[config.mk]
export PLATFORM = sky130hd
export DESIGN_NAME = prime_bench_ctrl
export DESIGN_NICKNAME = d
export VERILOG_FILES = /design/src/rtl/prime_bench_ctrl.sv
export SDC_FILE = /design/constraint.sdc
export NUM_CORES = 1
export LEC_CHECK = 0
export ABC_AREA = 1
export CAP_MARGIN = 20
export CORE_MARGIN = 4
export CORE_UTILIZATION = 50
export CTS_CLUSTER_SIZE = 28
export DETAILED_ROUTE_END_ITERATION = 12
export DONT_BUFFER_PORTS = 1
export RECOVER_POWER = 100
export SYNTH_ARGS = -nofsm -noshare
export SYNTH_HDL_FRONTEND = slang
export SYNTH_SLANG_ARGS = --single-unit
[constraint.sdc]
create_clock -name clk -period 2.8 [get_ports clk]
set_clock_uncertainty 0.15 [all_clocks]
set_input_delay 0.84 -clock clk [delete_from_list [all_inputs] [get_ports clk]]
set_output_delay 0.84 -clock clk [all_outputs]
set_load 0.02 [all_outputs]
[src/rtl/prime_bench_ctrl.sv]
// prime_bench_ctrl: sequences a prime generator, collects results and shows progress on LEDs.
// Define PRIME_BENCH_CYCLES_EN to build the elapsed-cycle counter; otherwise cycles reads 0.
module prime_bench_ctrl #(
    parameter int WIDTH = 16,
    parameter int NLEDS = 4
) (
    input  logic             clk,
    input  logic             rst_n,
    input  logic             start,
    input  logic [WIDTH-1:0] limit,
    output logic             pg_go,
    input  logic             pg_ready,
    input  logic             pg_error,
    input  logic [WIDTH-1:0] pg_res,
    output logic [WIDTH-1:0] prime,
    output logic [WIDTH-1:0] count,
    output logic [31:0]      cycles,
    output logic [NLEDS-1:0] leds,
    output logic             done,
    output logic             ovf
);
    typedef enum logic [2:0] {IDLE, ISSUE, GAP, WAIT, DONE} state_t;
    // Thresholds are held in WIDTH+1 bits so k*STEP cannot wrap for WIDTH=32.
    localparam logic [WIDTH:0] MAXV = {1'b0, {WIDTH{1'b1}}};
    localparam logic [WIDTH:0] STEP = (MAXV + (WIDTH+1)'(NLEDS - 1)) / (WIDTH+1)'(NLEDS);
    state_t           state_q, state_d;
    logic [WIDTH-1:0] prime_q, prime_d, count_q, count_d, count_inc;
    logic [NLEDS-1:0] leds_q, leds_d;
    logic             ovf_q, ovf_d, clear;
    assign clear     = (state_q == IDLE) && start;
    assign count_inc = (&count_q) ? count_q : count_q + 1'b1;
    always_comb begin
        state_d = state_q;
        prime_d = prime_q;
        count_d = count_q;
        ovf_d   = ovf_q;
        case (state_q)
            IDLE: if (start) begin
                state_d = ISSUE;
                prime_d = '0;
                count_d = '0;
                ovf_d   = 1'b0;
            end
            ISSUE: state_d = GAP;
            GAP:   state_d = WAIT;
            WAIT: if (pg_ready) begin
                if (pg_error) begin
                    ovf_d   = 1'b1;
                    state_d = DONE;
                end else begin
                    prime_d = pg_res;
                    count_d = count_inc;
                    state_d = (limit != '0 && count_inc == limit) ? DONE : ISSUE;
                end
            end
            DONE:    state_d = start ? DONE : IDLE;
            default: state_d = IDLE;
        endcase
    end
    always_comb begin
        leds_d = '0;
        for (int k = 0; k < NLEDS; k++)
            leds_d[k] = !clear && ({1'b0, prime_q} > (WIDTH+1)'(k) * STEP);
    end
    always_ff @(posedge clk or negedge rst_n) begin
        if (!rst_n) begin
            state_q <= IDLE;
            prime_q <= '0;
            count_q <= '0;
            leds_q  <= '0;
            ovf_q   <= 1'b0;
        end else begin
            state_q <= state_d;
            prime_q <= prime_d;
            count_q <= count_d;
            leds_q  <= leds_d;
            ovf_q   <= ovf_d;
        end
    end
`ifdef PRIME_BENCH_CYCLES_EN
    logic [31:0] cycles_q, cycles_d;
    assign cycles_d = clear ? '0 :
                      ((state_q == ISSUE || state_q == GAP || state_q == WAIT) && !(&cycles_q)) ?
                      cycles_q + 32'd1 : cycles_q;
    always_ff @(posedge clk or negedge rst_n) begin
        if (!rst_n) cycles_q <= '0;
        else        cycles_q <= cycles_d;
    end
    assign cycles = cycles_q;
`else
    assign cycles = '0;
`endif
    assign pg_go = (state_q == ISSUE);
    assign done  = (state_q == DONE);
    assign prime = prime_q;
    assign count = count_q;
    assign leds  = leds_q;
    assign ovf   = ovf_q;
endmodule

### Word-level counts from Yosys, hierarchy flattened

Cells that the tools add are included.

* add/subtract/negate cells: 1
* magnitude comparators: 4
* equality and inequality tests: 9
* multiplexer cells: 18
* reductions and logical operators: 14

Operator list (count)
* $mux 16: 6
* $pmux 16 s2: 2
* $gt 16x16->1 const B: 2
* $add 16x1->16 const B: 1
* $eq 16x16->1: 1
* $gt 16x1->1 const B: 1
* $gt 16x15->1 const B: 1
* $reduce_and 16->1: 1
* $reduce_bool 16->1: 1
* $mux 3: 5
* $pmux 3 s5: 1
* $ne 2x2->1 const B: 4
* $reduce_and 4->1: 2
* $eq 3x2->1 const B: 2
* $logic_and 1x1->1: 6
* $eq 3x1->1 const B: 1
* $eq 3x3->1 const B: 1
* $logic_not 3->1: 1
* $mux 1: 3
* $pmux 1 s2: 1
* $reduce_and 2->1: 1
* $reduce_bool 2->1: 1
* $logic_not 1->1: 1

* flip-flop bits (word level): 40
* input port bits: 37
* output and inout port bits: 71
* word-level logic and storage cells: 51

### Logic depth before layout (Yosys ltp)

Gate-level depths: netlist of the first run.

* depth after elaboration: 8
* depth in mapped cells: 17
* depth with buffers taken out: 17

### Worst setup path before layout of the first run

OpenSTA, ideal clock, no wires.

* path kind: register to register
* from: register count_q[0] (netlist: count[0])
* to: register state_q[0]
* library setup time: 0.117 ns
* arrival: 1.953 ns
* data required time: 2.533 ns
* slack: 0.579 ns
* stages on the path, launching flop included: 18
* buffers on the path: 1
* clock period less this slack: 2.221 ns
* path through: dfrtp_1 -> ha_1 -> nand2_2 -> nor2_4 -> nand2_2 -> inv_2 -> nand2_4 -> buf_6 -> nand2_4 -> nand2_1 -> nand2_1 -> nand2_1 -> nor2_1 -> nand3_1 -> o21ai_2 -> nand2_1 -> nand2_1 -> nand2_1

* longest elaborated chain between the ends: 8
* elaborated cells between the ends (all ways): 9
* classes of those cells: add/sub: 1; eq/ne: 1; mux: 5; reduce/logical: 2

RTL lines
* from (decl): line 27 `logic [WIDTH-1:0] prime_q, prime_d, count_q, count_d, count_inc;`
* from (signal assigned): line 75 `count_q <= count_d;`
* $add 16x1->16 or $reduce_and 16->1 (tied branches): line 31 `assign count_inc = (&count_q) ? count_q : count_q + 1'b1;`
* $mux 16 (*): line 31
* $eq 16x16->1 (*): line 53 `state_d = (limit != '0 && count_inc == limit) ? DONE : ISSUE;`
* $logic_and 1x1->1 (*): line 53
* $mux 3 (*): line 53
* $mux 3 (*): line 47 `if (pg_error) begin`
* $mux 3 (*): line 46 `WAIT: if (pg_ready) begin`
* $pmux 3 s5 (*): line 37 `case (state_q)`
* to (signal assigned): line 73 `state_q <= state_d;`
* to (decl): line 26 `state_t state_q, state_d;`

Every way passes the cells marked *; elsewhere a longest branch is shown, timed or not. The select of a mux whose other input is x is not followed.
A chain may end at the register's enable or synchronous reset.

### Worst setup path after layout of the first run

* from: register count_q[6] (netlist: count[6])
* to: register state_q[0]

The elaborated chain is that of the path after synthesis.

==> impl_metrics.toml, run 1 <==
[die]
io_pins = 108
core_um2 = 5470
start_util = 0.514
chipWidth_um = 83.0
die_h_um = 83.0
rows = 27
dieArea_um2 = 6890

[timing]
finalHoldViolCount = 0
min_period_ns = 2.50
worst_slack_ns = 0.298
worst_slew_pin_slew_ns = 1.01
whs_ns = 0.0791
rsz0062_at_grt = "false"
finalSetupTns_ns = 0
slew_headroom = 0.323
fmax_mhz = 400
finalSetupViolCount = 0
slew_violations = 0
fin_crit_sh = 0.894

[worst_setup_path]
crit_fanout = 26
required_ns = 2.83
path_class = "reg -> reg"
critPathSlowestCell = "dfrtp_1"
path_cells = "nand2_1 -> nor2_4 -> nand2_2 -> inv_2 -> nand2_4 -> nand2_1 -> nand2_1 -> nand2_1 -> nand3_1 -> nor2_1 -> nand3_1 -> o21ai_2 -> nand2_1 -> nand2_1 -> nand2_1"
worstReg2RegStart = "count[6]"
rr_endpoint = "state_q[0]"
rrSetupSlack_ns = 0.30
worstRegToRegCells = 15
critPathCaptureType = "flop"
cpMostUsedCell = "nand2_1"
critPathMaxStageDelay_ns = 0.57
cp.arrival_ns = 2.53
worstSetupStartpointType = "flop"

[clock_tree]
cts-resized-gates = 0
insertion_delay_ns = 0.29
cts-buffers-inserted = 5
path_clk_slew_ns = 0.08
tritoncts = "built"
cts.path.max_buffers = 2
root_buffer = "clkbuf_8"
cts_hold_buffers = 0
cts_setup_buffers = 0
cts.sink_count = 40
htreeDepth = 2

[synth]
synth_cell_types = 31
syn_inst = 416
yosysTopAreaCell = "dfrtp_1"
syn_area_per_cell_um2 = 6.77
synth-seq-cells = 40
yosysWarnings = 0
syn_area_um2 = 2820
synth_top_area_frac = 0.356
yosys-top-cells-area = "dfrtp_1, nand2_1, nand3_1, buf_4, o21ai_0"
seq_area_frac_synth = 0.356

[place]
port_buffers = 0
dp_hpwl_um = 5570
gp_congestion = 0.834
pre_cts_ws_ns = 0.309

[grt]
antenna_found_initial = 0
grt.total_usage = 0.210
grt_max_degree = 41
grt_pass1_wl_um = 11800
grt.overflow.total = 0
grt_pass1_vias = 2382

[power]
pwr-share-seq = 0.406
p_int_mw = 1.17
pwr-share-comb = 0.372
p_switching_mw = 0.977
power_leakage_nw = 1.54
p_per_area_nw_per_um2 = 740
peakVddDrop_mv = 0.362
p_sw_frac = 0.454
power_frac_clock = 0.222

[route]
drc = 0
drtAntennaViolNets = 0
firstDrtPassIters = 4
num_vias = 2592
drt_iter0_drc = 117
routedWlPerCell_um = 14.7
viasPerCell = 5.24
wirelength_um = 7300

[run]
max_cap_viol_count = 0

[finish]
area_delta_synth_final_pct = 3.16
regArea_um2 = 1000
num-fill-cells = 576
nets = 460
multi_input_area_um2 = 1470
layout-drive-gt1-share = 0.0804
diodes = 0

[worst_hold_path]
hold_class = "in -> async"

[outcome]
outcome = "finished, final reports clean"
stage by stage:
step                      area, um2  power (mW)  std cells   util
after floorplan                2930        1.48        447      -
after global placement         2810        1.66        486  0.514
after detailed placement       2810        1.69        486  0.514
after CTS                      2920        2.16        494  0.534
after global routing           2900        2.31        495  0.531
final                          2900        2.15        495  0.531
state kept, by name, summed over array words and instances, names as in the netlist:
name and cells:
prime 16, leds 4, ovf 1, state_q 3, count 16
layout by cell type (no fill, tap or decap), types with 2 or more instances in the layout:
cell      instances
o22ai_1           3
clkbuf_8          5
nor2_1           31
nand3b_1          5
clkbuf_1          7
inv_2             4
inv_1            40
nor2_2            3
nand2_2           4
nor4_1            6
nand3_1          52
nand3_2           3
dfrtp_1          40
nand2_1         123
conb_1           32
o21ai_0          37
xor2_1            2
nand4_1           6
buf_4             5
nand2_4           2
nor2_4            2
worst max-delay path by stage:
stage                     startpoint         end  slack (ns)  cells after the start
after global routing        count[6]  state_q[0]        0.05                     15
after global placement      count[6]  state_q[0]        0.32                     15
after floorplan             count[0]  state_q[0]        0.58                     17
final                       count[6]  state_q[0]        0.30                     15
after CTS                   count[6]  state_q[0]        0.28                     15
after detailed placement    pg_ready    count[0]        0.31                      5
synth_stat cells:
library cell and count:
a21oi_1 1, a21oi_2 1, buf_1 1, buf_2 2, buf_4 32, buf_6 1
clkbuf_1 8, conb_1 1, dfrtp_1 40, ha_1 1, inv_1 40, inv_2 4
nand2_1 123, nand2_2 4, nand2_4 2, nand3_1 52, nand3_2 3, nand3b_1 5
nand4_1 6, nor2_1 32, nor2_2 2, nor2_4 2, nor3_1 1, nor4_1 6
o21ai_0 37, o21ai_2 1, o22ai_1 3, or2_1 1, or2_2 1, xnor2_1 1
xor2_1 2
power groups by stage:
stage | Clock [mW] | Combinational, mW | Sequential, mW
finish | 0.477 | 0.800 | 0.872
global route | 0.523 | 0.905 | 0.887
CTS | 0.492 | 0.795 | 0.875
detailed placement | 0 | 0.798 | 0.887
global placement | 0 | 0.782 | 0.882
floorplan | 0 | 0.605 | 0.879
worst max-delay path: cells and delay by family (launching register included):
family                 cells  cell delay [ns]
AND/OR/NAND/NOR           13             1.43
buffers and inverters      1             0.07
AO/OA/AOI/OAI              1             0.17
flip-flops                 1             0.57
metal layers:
layer | wire length [um] | GRT usage | share of wire
met4 | 116 | 0.0565 | 0.016
met5 | 0 | 0 | 0
met3 | 679 | 0.0655 | 0.093
met2 | 3510 | 0.340 | 0.48
met1 | 2990 | 0.273 | 0.41
cell type report:
class                      count  area share
clock inverter                 3      0.0146
timing repair buffer          12      0.0220
sequential                    40       0.345
clock buffer                   5      0.0237
tap                           72      0.0310
multi-input combinational    319       0.507
inverter                      44      0.0569
logic make-up (layout without fill, tap and decap cells):
kind of cell,Yosys count,in the layout,share of synthesized area
compound gates,43,43,0.0804
xor+xnor,3,3,0.00934
fa+ha+maj,1,1,0.00444
buf+inv,88,64,0.164
flops,40,40,0.356
other cells,1,32,0.00133
simple gates,240,240,0.385
No activity file was read; power rests on OpenSTA's default activity.
==> run 2: changes to the inputs <==
--- a/config.mk
+++ b/config.mk
@@ -7,11 +7,12 @@
 export LEC_CHECK = 0
 export ABC_AREA = 1
 export CAP_MARGIN = 20
-export CORE_MARGIN = 4
+export CORE_MARGIN = 2
 export CORE_UTILIZATION = 50
 export CTS_CLUSTER_SIZE = 28
 export DETAILED_ROUTE_END_ITERATION = 12
 export DONT_BUFFER_PORTS = 1
+export GPL_ROUTABILITY_DRIVEN = 0
 export RECOVER_POWER = 100
 export SYNTH_ARGS = -nofsm -noshare
 export SYNTH_HDL_FRONTEND = slang
==> run 2 against run 1 <==
Compared with the run above:
- cell count stayed put
- fmax up 0.73%
- non-clock buffer count unchanged
- largest cell class unchanged
- global-route usage rose by 2.0 points
- highest routed layer unchanged
- design area hardly changed
- critical path depth stayed put
- core utilization about the same
- first-iteration DRC count up 30%
==> impl_metrics.toml, run 2 (synthesis gave the netlist of run 1 again) <==
[worst_setup_path]
worstSetupStartpointType = "flop"
worstRegToRegCells = 15
required_ns = 2.84
critPathCaptureType = "flop"
rr_endpoint = "state_q[0]"
rrSetupSlack_ns = 0.32
timing.critical_path.to = "state_q[0]"
cp.arrival_ns = 2.52
path_class = "reg -> reg"
crit_fanout = 26
worstReg2RegStart = "count[8]"
startpoint = "count[8]"

[outcome]
outcome = "finished, final reports clean"

[timing]
worst_slew_pin_slew_ns = 0.617
fin_crit_sh = 0.887
slew_headroom = 0.585
rsz0062_at_grt = "false"
finalSetupViolCount = 0
fmax_mhz = 403
slew_violations = 0
finalHoldViolCount = 0
min_period_ns = 2.48
finalSetupTns_ns = 0

[finish]
final_util = 0.531
num-fill-cells = 574
most-common-layout-cells = "nand2_1, nand3_1, inv_1, dfrtp_1, o21ai_0"
nets = 460
stdcell_area_um2 = 2910
layout-drive-gt1-share = 0.0804
diodes = 0
regArea_um2 = 1000
area_delta_synth_final_pct = 3.20
multi_input_area_um2 = 1470
final_common_cell = "nand2_1"

[worst_hold_path]
hold_class = "in -> async"

[die]
io_pins = 108
chipWidth_um = 79.0
dieArea_um2 = 6250
die_h_um = 79.0
rows = 27
core_um2 = 5470
start_util = 0.514

[run]
max_cap_viol_count = 0

[place]
port_buffers = 0
dpl-instance-area_um2 = 2810
dp_hpwl_um = 5420

[clock_tree]
tritoncts = "built"
htreeDepth = 2
cts-resized-gates = 0
cts.path.max_buffers = 2
insertion_delay_ns = 0.29
cts-buffers-inserted = 5
cts.sink_count = 40
path_clk_slew_ns = 0.09
cts_hold_buffers = 0
cts_setup_buffers = 0
root_buffer = "clkbuf_8"

[route]
drc = 0
firstDrtPassIters = 6
wirelength_um = 7090
viasPerCell = 5.25
drt_iter0_drc = 152
num_vias = 2600
routedWlPerCell_um = 14.3
drtAntennaViolNets = 0

[power]
peakVddDrop_mv = 0.303
p_per_area_nw_per_um2 = 744
p_total_mw = 2.16
power_leakage_nw = 1.54

[grt]
grt_max_degree = 41
grt.overflow.total = 0
antenna_found_initial = 0
grt.total_usage = 0.231
grt_pass1_wl_um = 11300
grt_pass1_vias = 2313
==> run 2: cell types whose count changed in the layout (fill, tap and decap cells not counted) <==
| cell | delta |
|---|---|
| clkbuf_2 | +1 |
| buf_4 | -1 |
| clkinv_2 | -1 |
| inv_6 | +1 |
==> run 2: worst min-delay path by stage <==
stage | start | to | slack (ns)
floorplan | state_q[0] | state_q[0] | 0.38
global placement | rst_n | state_q[0] | 0.40
detailed placement | rst_n | state_q[1] | 0.40
CTS | rst_n | count[7] | 0.07
global route | rst_n | prime[15] | 0.06
finish | rst_n | count[7] | 0.08
==> run 2: per-stage QoR <==
stage          hold WS (ns)  std cells  setup slack (ns)
6_report             0.0799        495             0.316
5_1_grt              0.0615        495            0.0139
4_1_cts              0.0708        494             0.267
3_5_place_dp          0.395        486             0.289
3_3_place_gp          0.395        486             0.303
2_1_floorplan         0.382        447             0.579
==> run 2: cell type report <==
class | instances | share of cell area
Multi-Input combinational cell | 319 | 0.507
Sequential cell | 40 | 0.345
Inverter | 44 | 0.0568
Tap cell | 72 | 0.0310
Clock buffer | 5 | 0.0237
Timing Repair Buffer | 12 | 0.0211
Clock inverter | 3 | 0.0159
==> run 2: per-layer routing <==
layer / routed length (um) / part of all wire / vias up / global-route usage
li1: - / - / 1288 / -
met1: 3050 / 0.43 / 1198 / 0.310
met2: 3390 / 0.48 / 106 / 0.375
met3: 597 / 0.084 / 8 / 0.0568
met4: 59 / 0.0083 / 0 / 0.0552
met5: 0 / 0 / - / 0
==> run 2: power by group <==
group,total [mW],switching [mW],internal [mW]
combinational,0.794,0.581,0.213
clock,0.497,0.228,0.269
sequential,0.871,0.183,0.689
total,2.16,0.991,1.17
==> run 2: critical path, stage by stage, from the launching register on <==
cell	delay, ns
dfrtp_1	0.57
nand2_1	0.16
nor2_1	0.18
nand2_1	0.10
inv_2	0.08
nand2_4	0.18
nand2_1	0.11
nand2_1	0.09
nand2_1	0.07
nand3_1	0.09
nor2_1	0.16
nand3_1	0.11
o21ai_2	0.16
nand2_1	0.07
nand2_1	0.06
nand2_1	0.04
